**src/rtl/vreg_stream.sv**
```systemverilog
// Vector register of LANES x ELEM_W elements: masked parallel write, element-wise
// stream fill through in_*, element-wise drain through out_*, full vector on dataout.
module vreg_lane #(
    parameter int W = 16
) (
    input  logic         clk,
    input  logic         rst_n,
    input  logic         load,
    input  logic [W-1:0] d,
    output logic [W-1:0] q
);
    always_ff @(posedge clk) begin
        if (!rst_n)    q <= '0;
        else if (load) q <= d;
    end
endmodule

module vreg_stream #(
    parameter int ELEM_W = 16,
    parameter int LANES  = 4
) (
    input  logic                    clk,
    input  logic                    rst_n,
    input  logic                    clear,
    input  logic [ELEM_W*LANES-1:0] datain,
    input  logic                    wea,
    input  logic [LANES-1:0]        lane_mask,
    input  logic [ELEM_W-1:0]       in_data,
    input  logic                    in_valid,
    output logic                    in_ready,
    output logic [ELEM_W-1:0]       out_data,
    output logic                    out_valid,
    input  logic                    out_ready,
    output logic [ELEM_W*LANES-1:0] dataout,
    output logic                    full,
    output logic                    empty
);
    localparam int IDX_W = $clog2(LANES);

    typedef enum logic [1:0] {EMPTY, FILLING, FULL, DRAINING} state_t;

    state_t                         state, state_nxt;
    logic [IDX_W-1:0]               wr_idx, rd_idx, wr_nxt, rd_nxt;
    logic [LANES-1:0][ELEM_W-1:0]   elem, lane_d;
    logic [LANES-1:0]               lane_ld;
    logic                           in_fire, out_fire, wr_last, rd_last;

    // clear and wea both swallow any handshake presented in the same cycle
    assign in_fire  = in_valid  && in_ready  && !wea && !clear;
    assign out_fire = out_valid && out_ready && !wea && !clear;
    assign wr_last  = (wr_idx == IDX_W'(LANES-1));
    assign rd_last  = (rd_idx == IDX_W'(LANES-1));

    generate
        for (genvar i = 0; i < LANES; i++) begin : g_lane
            assign lane_d[i]  = wea ? datain[i*ELEM_W +: ELEM_W] : in_data;
            assign lane_ld[i] = !clear &&
                                (wea ? lane_mask[i] : (in_fire && wr_idx == IDX_W'(i)));
            vreg_lane #(.W(ELEM_W)) u_lane (
                .clk   (clk),
                .rst_n (rst_n),
                .load  (lane_ld[i]),
                .d     (lane_d[i]),
                .q     (elem[i])
            );
        end
    endgenerate

    always_ff @(posedge clk) begin
        if (!rst_n) begin
            state  <= EMPTY;
            wr_idx <= '0;
            rd_idx <= '0;
        end else begin
            state  <= state_nxt;
            wr_idx <= wr_nxt;
            rd_idx <= rd_nxt;
        end
    end

    always_comb begin
        state_nxt = state;
        wr_nxt    = wr_idx;
        rd_nxt    = rd_idx;
        if (clear) begin
            state_nxt = EMPTY;
            wr_nxt    = '0;
            rd_nxt    = '0;
        end else if (wea) begin
            state_nxt = FULL;
            wr_nxt    = '0;
            rd_nxt    = '0;
        end else if (in_fire) begin
            state_nxt = wr_last ? FULL : FILLING;
            wr_nxt    = wr_last ? '0 : wr_idx + IDX_W'(1);
        end else if (out_fire) begin
            state_nxt = rd_last ? EMPTY : DRAINING;
            rd_nxt    = rd_last ? '0 : rd_idx + IDX_W'(1);
        end
    end

    always_comb begin
        in_ready  = 1'b0;
        out_valid = 1'b0;
        full      = 1'b0;
        empty     = 1'b0;
        case (state)
            EMPTY:    begin in_ready = 1'b1; empty = 1'b1; end
            FILLING:  in_ready  = 1'b1;
            FULL:     begin out_valid = 1'b1; full = 1'b1; end
            DRAINING: out_valid = 1'b1;
            default:  ;
        endcase
    end

    assign out_data = elem[rd_idx];
    assign dataout  = elem;
endmodule
```
**config.mk**
```make
export PLATFORM = sky130hd
export DESIGN_NAME = vreg_stream
export DESIGN_NICKNAME = d
export VERILOG_FILES = /design/src/rtl/vreg_stream.sv
export SDC_FILE = /design/constraint.sdc
export NUM_CORES = 1
export LEC_CHECK = 0
export BUFFER_PORTS_ARGS = -buffer_cell sky130_fd_sc_hd__buf_2
export CAP_MARGIN = 25
export CELL_PAD_IN_SITES_DETAIL_PLACEMENT = 2
export CELL_PAD_IN_SITES_GLOBAL_PLACEMENT = 2
export CORE_MARGIN = 2
export CORE_UTILIZATION = 28
export CTS_CLUSTER_DIAMETER = 30
export CTS_CLUSTER_SIZE = 28
export DETAILED_ROUTE_END_ITERATION = 8
export GPL_TIMING_DRIVEN = 1
export PLACE_DENSITY = 0.86
export REMOVE_ABC_BUFFERS = 1
export SYNTH_ARGS = -nofsm -noshare
export SYNTH_HDL_FRONTEND = slang
export SYNTH_SLANG_ARGS = --single-unit
```
**constraint.sdc**
```tcl
create_clock -name clk -period 2.81 [get_ports clk]
set_clock_uncertainty 0.1 [all_clocks]
set_input_delay 0.843 -clock clk [delete_from_list [all_inputs] [get_ports clk]]
set_output_delay 0.843 -clock clk [all_outputs]
set_load 0.02 [all_outputs]
```
# Word level (Yosys, flattened, before mapping)
# Index checks and enable logic that the tools add are counted.
word_totals:
  reg_bits: 70
  in_bits: 90
  out_inout_bits: 84
  word_cells: 66
op_classes:
  addsub: 2
  order_cmp: 1
  eq_ne: 7
  n_mux: 21
  n_bitwise: 2
  reduce_logical: 25
op_table:
  columns: ["op", "count"]
  rows:
  - ["16-bit 2-to-1 mux", 5]
  - ["16-bit binary-select mux with 2-bit select", 1]
  - ["1-bit logical AND", 14]
  - ["2-bit 2-to-1 mux", 7]
  - ["2-bit equality test (second input constant)", 5]
  - ["1-bit 2-to-1 mux", 8]
  - ["2-bit OR reduction", 3]
  - ["2-bit by 1-bit adder with 2-bit output (second input constant)", 2]
  - ["2-bit by 1-bit equality test with 1-bit output (second input constant)", 2]
  - ["2-bit zero test", 2]
  - ["2-bit by 3-bit < comparator with 1-bit output (second input constant)", 1]
  - ["3-bit nonzero test", 1]
  - ["3-bit OR reduction", 1]
  - ["1-bit zero test", 2]
  - ["1-bit NOT", 2]
  - ["2-bit AND reduction", 1]
  - ["2-bit nonzero test", 1]

# Depth between registers and ports, before layout
logic_depth:
  word_depth: 9
  ltp_mapped: 7
  ltp_nobuf: 5

# Hierarchy
# From an unflattened synthesis, not the netlist that was laid out.
hier_totals:
  hier_cells: 426
  hier_area_um2: 3872.5
modules_own_cells:
  columns: ["module", "instances", "cells_per_inst", "area_each_um2", "seq_area_each_um2"]
  rows:
  - ["vreg_lane", 4, 51, 615.6, 320.3]
  - ["vreg_stream", 1, 222, 1410.1, 120.1]

# Worst setup path after synthesis
# No wires, ideal clock.
synth_timing:
  kind: "register -> output"
  from: "reg rd_idx[1]"
  to: "out out_data[10]"
  t_arrival_ps: 1447
  required_ps: 1867
  path_slack_ps: 420
  path_stages_with_launch: 4
  path_buffers: 2
  cell_sequence: "dfxtp_1 -> buf_2 -> buf_2 -> mux4_2"
synth_via:
  elab_chain_len: 2
synth_rtl:
  columns: ["element", "line", "rtl"]
  rows:
  - ["start: declaration", "43", "logic [IDX_W-1:0] wr_idx, rd_idx, wr_nxt, rd_nxt;"]
  - ["start signal: assignment", "77", "rd_idx <= rd_nxt;"]
  - ["16-bit binary-select mux with 2-bit select", "116", "assign out_data = elem[rd_idx];"]
  - ["16-bit 2-to-1 mux (implied by the code)", "116", null]
  - ["end: declaration", "31", "output logic [ELEM_W-1:0] out_data,"]
# Every way passes these cells. The select of a mux whose other input is x is not followed.

# Worst setup path in the final report
# Same ends and word-level chain as after synthesis.

==> run summary <==
- 25.1% — switching fraction of total power
- 96 — number of DRC markers after the initial detailed-route iteration
- reg -> reg — worst hold path type
- 539 nW/µm² — power per cell area
- 1636 — filler cell count
- 125 µm — horizontal die dimension
- 70 — synthesis-stage register bit count
- wr_idx[0]$_SDFFE_PP0P_ — end of the worst register-to-register path
- 38.5% — post-layout utilization of the core
- 9 — cts bufs inserted
- 14.8 mm — WL final
- 2 — buffers plus inverters on the worst setup path
- primary output — kind of end point of the critical path
- 23.0 mm — global-route wire length before repair
- state[1]$_SDFFE_PP0P_ — worst reg2reg startpoint
- 1400 µm² — storage element area
- g_lane[0].u_lane.q[6]$_SDFFE_PN0P_ — startpoint of the tightest hold check path
- 125 µm — die extent in y
- 0.00224 W — total internal power
- 2.84 nW — Leak
- 18.8% — All-Layer GR Usage
- 2 — cell depth of the worst min-delay path
- 681 — NumNets Final
- 34.3% — register area share after synthesis
- 10.9 mm — half-perimeter wire length after detailed placement
- 0.0915 ns — Worst Slack Setup Final
- 9.66 µm² — average cell area after synthesis
- 96.7% — post-route fraction of the period consumed by the critical path
- 0.33 ns — Worst-Skew Late Latency
- 4090 µm² — Post-Synthesis Cell Area
- reg -> out — type of the worst setup path
- 16.5% — Comb power frac
- finished clean — result of the run
- 4241 — number of global-route vias before repair
- 48.7% — proportion of layout cells with a drive suffix above 1
- 3 — depth of the worst register-to-register path
- yes — CTS tree
- 52 — maximum number of pins on one net before global-route repair
- 35.8% — area delta synth->final
- 248 µV — VDD IR max
- 4.90 — ratio of routed vias to standard cells
- 0 — final setup vio count
- 4 — number of iterations in the first detailed-routing pass
- clkbuf_16 — clock tree root driver cell
- buf_2 — commonest non-fill, non-tap cell in the layout
- 3798 — via total after detailed routing
- 423 — post-synthesis cell count
- 174 — Ports
- 0 ns — total negative setup slack
- 0.778 — Routability Congestion
- 368 MHz — upper clock frequency limit
- rd_idx[1]$_SDFFE_PP0P_ — start point of the critical path
- 44 — cell row count
- flop — launching element type of the critical path
- 3 — H-tree depth reported by CTS
- 1.06 ns — setup slack of the worst register-to-register path
- no — setup repair after global routing missed its margin
- 15600 µm² — Total Die Area
- 72.2% — normalized max-slew margin
- 0 — ANT nets after route
- 7 — Critical Path Fanout Max
- 0 — number of warnings reported in the yosys synthesis log
- 24 — count of distinct cell types in the synthesized netlist
- 47.8% — clock group share of total power
- mux4_2 — critical-path cell with the highest stage delay
- 0.416 ns — slew at the pin closest to its max-slew limit
- g_lane[0].u_lane.q[6]$_SDFFE_PN0P_ — terminating pin of the worst hold path
- 2490 µm² — area used by multi-input combinational logic
- 0 — quantity of hold-fixing buffers added after cts
- 173 — # port buffers
- 0 — total count of max-transition violations in the final report
- 0.279 ns — worst slack at placement
- 172 x buf_2, 135 x nand2_1, 69 x dfxtp_1, 66 x mux2i_1, 64 x mux2_2 — commonest cells after routing, fill and taps aside
- 5180 µm² — post-place instance area
- 14400 µm² — placeable core area
- 2 — largest buffer count on any clock path
- 28.3% — starting density of the core
- 0 — Post-CTS Setup Bufs
- 0 — Antenna Cells
- 70 — Num Clock Sinks
- 1.78 ns — worst path arrival time
- 0 — number of cells upsized or downsized after cts
- 0 — final hold viol count
- 0 — residual DRC count
- 0 — number of max-capacitance violations reported
- buf_4, mux4_2, buf_2 — Cell Chain, Critical Path
- 0 — Remaining Overflow, GRT
- 0.000751 W — Switching Power
- 5550 µm² — post-route cell area
- 1 — antenna violations before repair
- 2.72 ns — crit path time final
- multiplexers — category of cells accounting for the largest share of critical-path delay
- 1.87 ns — WP data required
- 35.7% — register share of total power
- 0.53 ns — maximum cell stage delay along the critical path
- 19.0 µm — routed length per placed instance
- 0.06 ns — CTS clock-pin slew for the worst setup and hold paths
==> cell usage after synthesis <==
library cell | n | area share, %
mux2i_1 | 66 | 16
a21o_1 | 4 | 0.73
dlygate4sd3_1 | 1 | 0.24
buf_2 | 19 | 2.3
nand2_1 | 135 | 12
buf_6 | 1 | 0.28
o22a_2 | 1 | 0.24
ha_1 | 5 | 1.5
mux4_2 | 16 | 8.8
a31oi_1 | 1 | 0.15
o21ai_0 | 1 | 0.12
mux2_2 | 64 | 18
nand4bb_1 | 5 | 1.4
nand3_1 | 1 | 0.12
nand2b_1 | 1 | 0.15
a21oi_1 | 3 | 0.37
inv_1 | 4 | 0.37
a21oi_2 | 1 | 0.21
clkbuf_1 | 11 | 1.0
or3_1 | 2 | 0.31
buf_1 | 5 | 0.46
or4b_1 | 1 | 0.24
nor2_1 | 5 | 0.46
dfxtp_1 | 70 | 34
==> flip-flops by register name, summed over array words and instances, names as in the netlist <==
| signal | count |
|---|---|
| state | 2 |
| rd_idx | 2 |
| g_lane.u_lane.q | 64 |
| wr_idx | 2 |
==> worst max path at each step <==
stage / to / depth (start not counted)
2_1_floorplan: out_data[0] / 1
4_1_cts: out_data[8] / 3
3_5_place_dp: g_lane[2].u_lane.q[1]$_SDFFE_PN0P_ / 6
5_1_grt: out_data[1] / 3
6_report: out_data[10] / 3
3_3_place_gp: rd_idx[0]$_SDFFE_PP0P_ / 5
==> cell families (layout without fill, tap and decap cells) <==
family          count (synthesis)  after routing  share of synthesized area, %
fa+ha+maj                       5              5                          1.53
compound gates                 11             11                          1.84
simple gates                  150            150                          15.1
mux                           146            146                          42.6
flops                          70             70                          34.3
buf+inv                        41            209                          4.68
==> worst reg2reg max path, cell delays in order, from the launching register on <==
cell,delay [ns]
dfxtp_1,0.39
or4b_1,0.68
or3_1,0.37
a21oi_2,0.14
==> final cells by class <==
| type | instances | share of cell area (%) |
|---|---|---|
| Clock buffer | 10 | 4.30 |
| Clock inverter | 6 | 2.39 |
| Sequential cell | 70 | 25.3 |
| Inverter | 4 | 0.270 |
| Tap cell | 184 | 4.15 |
| Timing Repair Buffer | 189 | 18.7 |
| Multi-Input combinational cell | 312 | 44.9 |
==> metal layers <==
layer / GRT usage [%] / vias to the layer above / wire [µm]
li1: - / 1783 / -
met1: 21.9 / 1896 / 6170
met2: 34.5 / 98 / 7640
met3: 3.91 / 19 / 685
met4: 5.42 / 2 / 250
met5: 0 / - / 11
==> stage by stage <==
stage,cells,hold WS [ns],power (W)
2_1_floorplan,386,0.361,0.00134
3_3_place_gp,759,0.357,0.00156
3_5_place_dp,759,0.370,0.00159
4_1_cts,775,0.378,0.00303
5_1_grt,775,0.399,0.00311
6_report,775,0.371,0.00299
==> power groups by stage <==
stage	combinational, W	clock [W]	sequential (W)
6_report	0.000493	0.00143	0.00107
4_1_cts	0.000502	0.00146	0.00107
5_1_grt	0.000536	0.00150	0.00107
3_3_place_gp	0.000478	0	0.00109
3_5_place_dp	0.000496	0	0.00109
2_1_floorplan	0.000213	0	0.00113
No activity file was read; power rests on OpenSTA's default activity.
